===== config.mk =====
export PLATFORM = sky130hd
export DESIGN_NAME = phase_sequencer
export DESIGN_NICKNAME = d
export VERILOG_FILES = /design/src/rtl/phase_sequencer_pkg.sv /design/src/rtl/phase_sequencer_ring.sv /design/src/rtl/phase_sequencer.sv
export SDC_FILE = /design/constraint.sdc
export NUM_CORES = 1
export LEC_CHECK = 0
export BUFFER_PORTS_ARGS = -buffer_cell sky130_fd_sc_hd__buf_2
export CAP_MARGIN = 20
export CELL_PAD_IN_SITES_DETAIL_PLACEMENT = 2
export CELL_PAD_IN_SITES_GLOBAL_PLACEMENT = 2
export CORE_ASPECT_RATIO = 1.75
export CORE_MARGIN = 2
export CORE_UTILIZATION = 38
export CTS_CLUSTER_SIZE = 28
export DETAILED_ROUTE_END_ITERATION = 6
export GPL_TIMING_DRIVEN = 1
export PLACE_DENSITY = 0.83
export SLEW_MARGIN = 15
export SYNTH_ARGS = -nofsm -noshare
export SYNTH_HDL_FRONTEND = slang
export SYNTH_HIERARCHICAL = 1
export SYNTH_SLANG_ARGS = --single-unit

===== constraint.sdc =====
create_clock -name clk -period 2.4 [get_ports clk]
set_input_delay 0.12 -clock clk [delete_from_list [all_inputs] [get_ports clk]]
set_output_delay 0.12 -clock clk [all_outputs]
set_load 0.02 [all_outputs]

===== src/rtl/phase_sequencer_pkg.sv =====
// Shared types and constants for the phase sequencer slice.
package phase_sequencer_pkg;

    // Halt request bus width used across the core
    localparam int HALTBUSWIDTH = 2;

    typedef enum logic [2:0] {
        PSEQ_RESET_HOLD = 3'd0,
        PSEQ_START_WAIT = 3'd1,
        PSEQ_RUN        = 3'd2,
        PSEQ_STEP       = 3'd3,
        PSEQ_HALTED     = 3'd4
    } pseq_state_t;

    // True for states with no train in flight
    function automatic logic is_idle(input pseq_state_t s);
        return (s == PSEQ_RESET_HOLD) || (s == PSEQ_START_WAIT) || (s == PSEQ_HALTED);
    endfunction

endpackage


===== src/rtl/phase_sequencer_ring.sv =====
// One-hot phase rotator: clear has priority over load0, otherwise rotates left by one.
module phase_ring #(
    parameter int N = 4
) (
    input  logic         clk,
    input  logic         reset_n,
    input  logic         load0,
    input  logic         clear,
    output logic [N-1:0] q,
    output logic         last
);

    // Rotate the token; an all-zero ring stays all-zero
    always_ff @(posedge clk or negedge reset_n) begin
        if (!reset_n) begin
            q <= '0;
        end else if (clear) begin
            q <= '0;
        end else if (load0) begin
            q <= N'(1);
        end else begin
            q <= (q << 1) | (q >> (N - 1));
        end
    end

    assign last = q[N-1];

endmodule


===== src/rtl/phase_sequencer.sv =====
// Phase sequencer: reset release, start delay, one-hot phase trains with
// boundary-aligned halt and single-train step.
module phase_sequencer
    import phase_sequencer_pkg::*;
#(
    parameter int PHASES       = 4,
    parameter int RESET_CYCLES = 3,
    parameter int START_CYCLES = 4,
    parameter int HALTW        = HALTBUSWIDTH
) (
    input  logic              clk,
    input  logic              reset_n,
    input  logic [HALTW-1:0]  halt_req,
    input  logic              step,
    output logic              core_reset_n,
    output logic [PHASES-1:0] ph_en,
    output logic              train_start,
    output logic              halted,
    output logic [31:0]       train_count
);

    localparam int DW = $clog2(START_CYCLES + 1);
    localparam logic [DW-1:0] RESET_PRE = DW'(RESET_CYCLES - 1);
    localparam logic [DW-1:0] START_PRE = DW'(START_CYCLES - 1);
    localparam logic [DW-1:0] DLY_MAX   = DW'(START_CYCLES);

    pseq_state_t   state;
    pseq_state_t   state_next;
    logic [DW-1:0] dly;
    logic          load0;
    logic          clear;
    logic          last;
    logic          halt_any;

    assign halt_any = |halt_req;

    phase_ring #(.N(PHASES)) u_ring (
        .clk     (clk),
        .reset_n (reset_n),
        .load0   (load0),
        .clear   (clear),
        .q       (ph_en),
        .last    (last)
    );

    // Next-state and ring control; halt is only looked at on the last phase
    always_comb begin
        state_next = state;
        load0      = 1'b0;
        clear      = 1'b0;
        case (state)
            PSEQ_RESET_HOLD: begin
                if (dly == RESET_PRE) state_next = PSEQ_START_WAIT;
            end
            PSEQ_START_WAIT: begin
                if (dly == START_PRE) begin
                    if (halt_any) begin
                        state_next = PSEQ_HALTED;
                    end else begin
                        state_next = PSEQ_RUN;
                        load0      = 1'b1;
                    end
                end
            end
            PSEQ_RUN, PSEQ_STEP: begin
                if (last) begin
                    if (halt_any) begin
                        state_next = PSEQ_HALTED;
                        clear      = 1'b1;
                    end else begin
                        state_next = PSEQ_RUN;
                    end
                end
            end
            PSEQ_HALTED: begin
                if (!halt_any) begin
                    state_next = PSEQ_RUN;
                    load0      = 1'b1;
                end else if (step) begin
                    state_next = PSEQ_STEP;
                    load0      = 1'b1;
                end
            end
            default: state_next = PSEQ_RESET_HOLD;
        endcase
    end

    // State, delay counter and registered outputs; train_start mirrors the ring's next bit 0
    always_ff @(posedge clk or negedge reset_n) begin
        if (!reset_n) begin
            state        <= PSEQ_RESET_HOLD;
            dly          <= '0;
            core_reset_n <= 1'b0;
            halted       <= 1'b1;
            train_start  <= 1'b0;
            train_count  <= '0;
        end else begin
            state <= state_next;
            if (dly != DLY_MAX) dly <= dly + 1'b1;
            if (state == PSEQ_RESET_HOLD && state_next == PSEQ_START_WAIT) core_reset_n <= 1'b1;
            halted      <= is_idle(state_next);
            train_start <= !clear && (load0 || last);
            if (last) train_count <= train_count + 32'd1;
        end
    end

endmodule

==> qor.csv, run 1 <==
stage,metric,value,unit
clocking,# resized after CTS,0,
drt,DR WL/cell,17.2,microns
drt,Routed WL,5.20,mm
placed_design,Place WS,0.679,ns
synthesis,synthesized flop and latch total,45,
floorplanning,die area,0.00612,sq mm
synthesis,syn_nets,188,
floorplanning,core area,0.00530,sq mm
sta,final worst slack,0.667,ns
synthesis,async set or reset register ratio after synthesis,1.00,
critical_path,WP data arrival,1.91,ns
pwr,sw power,0.000574,W
layout,fin util,0.472,
synthesis,Post-synth EDFFs,0,
critical_path,worst r2r src,train_count[0],
critical_path,critical path type,reg2reg,
grt,GR Util met2,0.338,
layout,# diodes,0,
pwr,register share of total power,0.530,
grt,GRT Overall Usage,0.187,
synthesis,top-area cell type share of the netlist area,0.528,
floorplanning,Site Rows,35,
layout,Fill cells,563,
critical_path,"Max FO, Critical Path",8,
sta,relative max-transition margin,0.624,
floorplanning,die height,102,microns
layout,register area,0.00113,sq mm
synthesis,"Top FF cell, synth",dfrtp_1,
clocking,cts bufs inserted,5,
placed_design,area post-placement,0.00238,sq mm
pwr,Internal Power,0.00124,W
drt,DR DRC count,0,
pwr,Peak supply drop,361,uV
synthesis,Post-Syn Instances,178,
clocking,CTS tree,yes,
drt,Detailed Route Iter0 Violations,48,
floorplanning,die span in x,60.0,microns
pwr,Net Sw Frac,0.316,
layout,area occupied by multi-input gates,913,sq um
layout,"Net count, final",238,
sta,count of final max-slew check failures,0,
pwr,clock share of power,0.261,
synthesis,synth cell count leaders,"dfrtp_1 (44), xnor2_1 (24), nand2_1 (14), nand4_1 (14)",
pwr,Pwr Density,725,mW/mm^2
drt,vias,1563,
synthesis,Syn Area/Cell,11.7,sq um
grt,layer with the highest usage,met2,
sta,"Min Clock Period, post-route",1.73,ns
sta,RSZ-0062 raised after global routing,no,
placed_design,Final HPWL DP,3.82,mm
sta,final hold slack,0.0728,ns
clocking,post-CTS setup buffer count,0,
synthesis,largest cells by area after synthesis,"dfrtp_1 (53%), xnor2_1 (10%), nand4_1 (4.2%)",
grt,largest net degree at the start of global routing,46,
hold_path,hold_sp,step,
grt,vias in the first global route,1664,
placed_design,Routability Congestion,0.721,
sta,Hold Fails Final Rpt,0,
synthesis,Mapped Area,0.00208,sq mm
layout,layout cell share with drive strength beyond 1,0.271,
clocking,Max H-tree Level,2,
critical_path,CP Launch Type,register,
synthesis,most frequent cell after synthesis,dfrtp_1,
grt,met1 usage,0.208,
clocking,Max Root-Sink Buffers,2,
sta,Slew @ Worst Pin,0.563,ns
synthesis,post-synth cell types,37,
job,Max Cap Viol,0,
sta,Final Cycle Share,0.722,
clocking,Num Clock Sinks,45,
critical_path,Crit. Startpoint,train_count[0],
sta,Layout Skew,0.00253,ns
synthesis,Syn. warnings,6,
status,status,finished clean,
pwr,leakage,1.29,nW
placed_design,port bufs,43,
grt,met3 Use GR,0.0354,
sta,Final Setup Violations,0,
hold_path,Hold Path Class,in2reg,
sta,Max Freq,0.577,GHz
drt,vias per cell,5.16,
sta,final setup TNS,0,ns
drt,Routed Antenna Nets,0,
grt,antenna violations before repair,0,
pwr,combinational power share,0.209,
synthesis,"Seq/Total Area, Yosys",0.541,
synthesis,Yosys top cell by area,dfrtp_1,
clocking,CTS root buffer,clkbuf_8,
floorplanning,Starting Density,0.393,
critical_path,endpoint class of the critical path,register,
clocking,worst-skew pair later-pin latency,0.30,ns
drt,TritonRoute pass-1 iters,4,
layout,final instance area,0.00250,sq mm
clocking,Worst-path clk slew,0.08,ns
floorplanning,I/O Pins,44,
grt,total global routing overflow,0,
layout,Area Growth Syn to Fin,20.0,%
grt,global-route wire length before repair,8.41,mm
critical_path,Worst EP required,2.58,ns
## final timing paths
| kind | endpoint | slack, ns | cells after the start |
|---|---|---|---|
| max | train_count[28] | 0.67 | 5 |
| min | state[0] | 0.07 | 3 |
| max reg2reg | train_count[28] | 0.67 | 5 |
| min reg2reg | core_reset_n | 0.46 | 1 |
| max in group asynchronous | halted | 1.62 | 3 |
| min in group asynchronous | train_count[14] | 0.24 | 2 |
## worst max-delay path: stages (launching register included)
cell	delay (ns)
dfrtp_1	0.45
ha_1	0.24
and3_1	0.23
and3_1	0.38
nand4_1	0.17
xnor2_1	0.16
## cell type report
cell class	count	share of cell area
flip-flops and latches	45	0.450
repair buffers	47	0.104
well taps	74	0.0370
inverters	5	0.00750
multi-input cells	124	0.365
clock buffers	8	0.0360
## power by group through the flow
stage          clock, W  sequential [W]  combinational (W)
2_1_floorplan         0         0.00104           0.000158
3_3_place_gp          0        0.000968           0.000367
3_5_place_dp          0        0.000979           0.000380
4_1_cts        0.000497        0.000965           0.000381
5_1_grt        0.000529        0.000974           0.000414
6_report       0.000474        0.000962           0.000378
## flip-flops by register name, summed over array words and instances (netlist names)
name	count
state	3
u_ring/q	4
halted	1
core_reset_n	1
train_start	1
dly	3
train_count	32
## kinds of logic (layout without fill, tap and decap cells)
kind of cell,Yosys count,after routing,synth area share
and+or+nand+nor,72,72,0.224
DFF,45,45,0.541
xor gates and xnor gates,32,32,0.134
AOI/OAI and AO/OA,13,13,0.0390
buffers and inverters,9,60,0.0210
adders and majority gates,5,5,0.0300
muxes,2,2,0.0102
## routing by layer
metal	share of wire	wire length, microns
met2	0.58	3020
met1	0.36	1890
met4	0.021	108
met3	0.035	182
met5	0	0
## stage by stage
step / instances / total power [W]
after floorplan: 178 / 0.00120
after global placement: 293 / 0.00134
after detailed placement: 293 / 0.00136
after CTS: 301 / 0.00184
after global routing: 303 / 0.00192
final: 303 / 0.00181
## placed cells by master (no fill, tap or decap), drive strengths merged, types with 2 or more instances in the layout
cell and n:
a21oi 3, and2 2, xnor2 24, buf 46
and4 3, nor3 4, o21ai 4, nor4 2
nor2b 2, nand2 14, nand4 16, nor4b 2
dfrtp 44, ha 5, and3 8, nor3b 3
clkbuf 8, inv 5, xor2 8, nor2 5
nand3 9, a21o 2
## what timing repair did
action                                  CTS  global route
endpoints found under the hold margin     0            11
endpoints found under the setup margin    0             0
hold buffers                              0             1
Power figures use the tool's default switching activity.
==> inputs of run 2 (changes only) <==
--- a/config.mk
+++ b/config.mk
@@ -5,17 +5,18 @@
 export SDC_FILE = /design/constraint.sdc
 export NUM_CORES = 1
 export LEC_CHECK = 0
+export ABC_AREA = 1
 export BUFFER_PORTS_ARGS = -buffer_cell sky130_fd_sc_hd__buf_2
 export CAP_MARGIN = 20
 export CELL_PAD_IN_SITES_DETAIL_PLACEMENT = 2
 export CELL_PAD_IN_SITES_GLOBAL_PLACEMENT = 2
 export CORE_ASPECT_RATIO = 1.75
 export CORE_MARGIN = 2
-export CORE_UTILIZATION = 38
+export CORE_UTILIZATION = 29
 export CTS_CLUSTER_SIZE = 28
 export DETAILED_ROUTE_END_ITERATION = 6
 export GPL_TIMING_DRIVEN = 1
-export PLACE_DENSITY = 0.83
+export PLACE_DENSITY = 0.74
 export SLEW_MARGIN = 15
 export SYNTH_ARGS = -nofsm -noshare
 export SYNTH_HDL_FRONTEND = slang
==> constraint.sdc (replaced) <==
create_clock -name clk -period 1.55 [get_ports clk]
set_input_delay 0.0775 -clock clk [delete_from_list [all_inputs] [get_ports clk]]
set_output_delay 0.0775 -clock clk [all_outputs]
set_load 0.02 [all_outputs]
==> run 2 against run 1 <==
Effect of this change:
- critical path depth is 3 higher
- count of clock-buffer cells in the layout decreased by 1
- utilization is 8.5 points lower
- first-iteration DRC count increased by 21%
- global-route usage shrank 0.33 points
- via count up 42%
- sequential power up 50%
- wire length up 47%
- worst setup slack worse by 0.61 ns
- critical path type unchanged
==> qor.csv, run 2 <==
stage,metric,value,unit
critical_path,critical path type,reg2reg,
drt,top routing layer in use,met4,
placed_design,Final HPWL DP,6.01,mm
grt,total global routing overflow,0,
floorplanning,I/O Pins,44,
grt,largest net degree at the start of global routing,46,
critical_path,CP Launch Type,register,
layout,max reg flops,32,
critical_path,endpoint class of the critical path,register,
floorplanning,Starting Density,0.299,
pwr,Net Sw Frac,0.317,
critical_path,WP data arrival,1.68,ns
sta,Layout Skew,0.00779,ns
sta,Slew @ Worst Pin,0.380,ns
critical_path,r2r endpoint,train_count[28],
synthesis,post-synth cell types,25,
drt,met3 routed wirelength,239,microns
pwr,register share of total power,0.453,
sta,RSZ-0062 raised after global routing,yes,
pwr,combinational power share,0.217,
layout,layout cell share with drive strength beyond 1,0.300,
layout,largest register by flop count,train_count,
sta,final worst slack,0.0593,ns
floorplanning,core area,0.00796,sq mm
hold_path,hold-critical path depth,3,
drt,met2 wire len,4.53,mm
pwr,sw power,0.00101,W
drt,Detailed Route Iter0 Violations,58,
synthesis,most frequent cell after synthesis,nand2_1,
pwr,Pwr Density,1030,mW/mm^2
critical_path,crit-path leading delay family,simple AND/OR/NAND/NOR gates,
sta,Hold Fails Final Rpt,0,
layout,most frequent cells in the layout,"nand2_1 (76), buf_2 (43), inv_1 (40)",
hold_path,hold_sp,step,
job,Max Cap Viol,0,
pwr,Internal Power,0.00217,W
clocking,Num Clock Sinks,45,
drt,Routed WL,7.65,mm
synthesis,Post-synth EDFFs,0,
clocking,Max H-tree Level,2,
synthesis,Syn. warnings,6,
synthesis,largest cells by area after synthesis,"dfrtp_1 (46%), nand2_1 (12%), inv_1 (6.3%)",
clocking,Worst-path clk slew,0.06,ns
pwr,leakage,1.62,nW
clocking,CTS tree,yes,
sta,"Min Clock Period, post-route",1.49,ns
drt,Routed Antenna Nets,0,
layout,"Net count, final",369,
synthesis,synth cell count leaders,"nand2_1 (79), dfrtp_1 (44), inv_1 (40)",
drt,met1 WL,2.60,mm
clocking,CTS root buffer,clkbuf_16,
synthesis,"Top FF cell, synth",dfrtp_1,
hold_path,Hold Path Sink,state[0],
placed_design,Routability Congestion,0.793,
critical_path,Worst path depth,8,
grt,vias in the first global route,2432,
critical_path,CP Cell Sequence,ha_2 > nand2_4 > nor2_4 > nand3_4 > nor2_4 > nand3_2 > nand2_1 > inv_1,
sta,Final Cycle Share,0.962,
grt,GRT Overall Usage,0.183,
critical_path,Crit path buffers/inverters,1,
hold_path,Hold Path Class,in2reg,
synthesis,Yosys top cell by area,dfrtp_1,
drt,vias per cell,4.92,
synthesis,syn_nets,298,
critical_path,reg-to-reg setup timing slack,0.06,ns
layout,"commonest non-fill, non-tap cell in the layout",nand2_1,
synthesis,top-area cell type share of the netlist area,0.462,
critical_path,worst r2r src,train_count[1],
sta,final hold slack,0.0624,ns
sta,Final Setup Violations,0,
synthesis,Syn Area/Cell,8.27,sq um
grt,global-route wire length before repair,12.2,mm
synthesis,synthesized flop and latch total,45,
layout,Largest regs,"train_count (32), u_ring/q (4)",
critical_path,Worst EP required,1.74,ns
critical_path,CP max-delay cell,dfrtp_1,
pwr,Peak supply drop,703,uV
sta,final setup TNS,0,ns
critical_path,CP max stage delay,0.38,ns
layout,Area Growth Syn to Fin,29.5,%
pwr,clock share of power,0.331,
sta,relative max-transition margin,0.744,
drt,vias,2212,
clocking,worst-skew pair later-pin latency,0.29,ns
floorplanning,die area,0.00898,sq mm
critical_path,"Max FO, Critical Path",6,
drt,TritonRoute pass-1 iters,3,
floorplanning,die span in x,72.5,microns
clocking,Max Root-Sink Buffers,2,
synthesis,"Seq/Total Area, Yosys",0.473,
sta,Max Freq,0.671,GHz
floorplanning,Site Rows,43,
layout,fin util,0.387,
placed_design,port bufs,43,
placed_design,Place WS,-0.0442,ns
status,status,finished clean,
drt,DR DRC count,0,
clocking,cts bufs inserted,5,
floorplanning,die height,124,microns
critical_path,"most used cell, CP",nor2_4,
sta,count of final max-slew check failures,0,
synthesis,async set or reset register ratio after synthesis,1.00,
synthesis,Post-Syn Instances,288,
critical_path,R2R cell count,8,
layout,# diodes,0,
drt,DR WL/cell,17.0,microns
synthesis,Mapped Area,0.00238,sq mm
grt,antenna violations before repair,0,
-- run 2: kinds of logic after synthesis --
| family | share of synthesized area |
|---|---|
| and+or+nand+nor | 0.345 |
| xor gates and xnor gates | 0.0662 |
| AOI/OAI and AO/OA | 0.0168 |
| adders and majority gates | 0.0263 |
| buffers and inverters | 0.0725 |
| DFF | 0.473 |
-- run 2: how the worst max path moves through the flow --
stage                         startpoint         endpoint
after detailed placement  train_count[0]  train_count[18]
after floorplan           train_count[0]  train_count[24]
after CTS                 train_count[1]  train_count[28]
after global placement    train_count[0]  train_count[18]
final                     train_count[1]  train_count[28]
after global routing      train_count[1]  train_count[18]
-- run 2: timing repair --
item / in CTS / in global routing
setup buffers: 1 / 6
hold endpoints to repair: 44 / 0
pin swaps: 1 / 8
hold buffers: 1 / 0
resized for setup: 3 / 18
endpoints found under the setup margin: 4 / 15
-- run 2: cell type report --
cell class	count	area, sq um
fillers	933	4880
multi-input cells	199	1140
flip-flops and latches	45	1130
repair buffers	66	403
inverters	42	158
clock buffers	7	133
well taps	90	113
clock inverters	1	7.51
-- run 2: power by group through the flow --
stage	Sequential (W)	Combinational [W]	Clock [W]
2_1_floorplan	0.00156	0.000268	0
3_3_place_gp	0.00146	0.000593	0
3_5_place_dp	0.00146	0.000611	0
4_1_cts	0.00144	0.000645	0.00110
5_1_grt	0.00146	0.000765	0.00113
6_report	0.00144	0.000689	0.00105
-- run 2: layer usage --
| layer | up-vias | global-route usage |
|---|---|---|
| li1 | 1052 | - |
| met1 | 1093 | 0.175 |
| met2 | 50 | 0.364 |
| met3 | 17 | 0.0299 |
| met4 | 0 | 0.0926 |
| met5 | - | 0 |
-- run 2: worst reg2reg max path, stage by stage (launching register included) --
cell	delay (ns)
dfrtp_1	0.38
ha_2	0.23
nand2_4	0.07
nor2_4	0.18
nand3_4	0.16
nor2_4	0.16
nand3_2	0.08
nand2_1	0.08
inv_1	0.04
-- run 2: per-stage QoR --
stage	cell area (sq um)	power [W]	cells
final	3090	0.00318	450
after global routing	3090	0.00336	450
after CTS	2990	0.00319	444
after detailed placement	2820	0.00207	434
after global placement	2820	0.00205	434
after floorplan	2380	0.00182	288
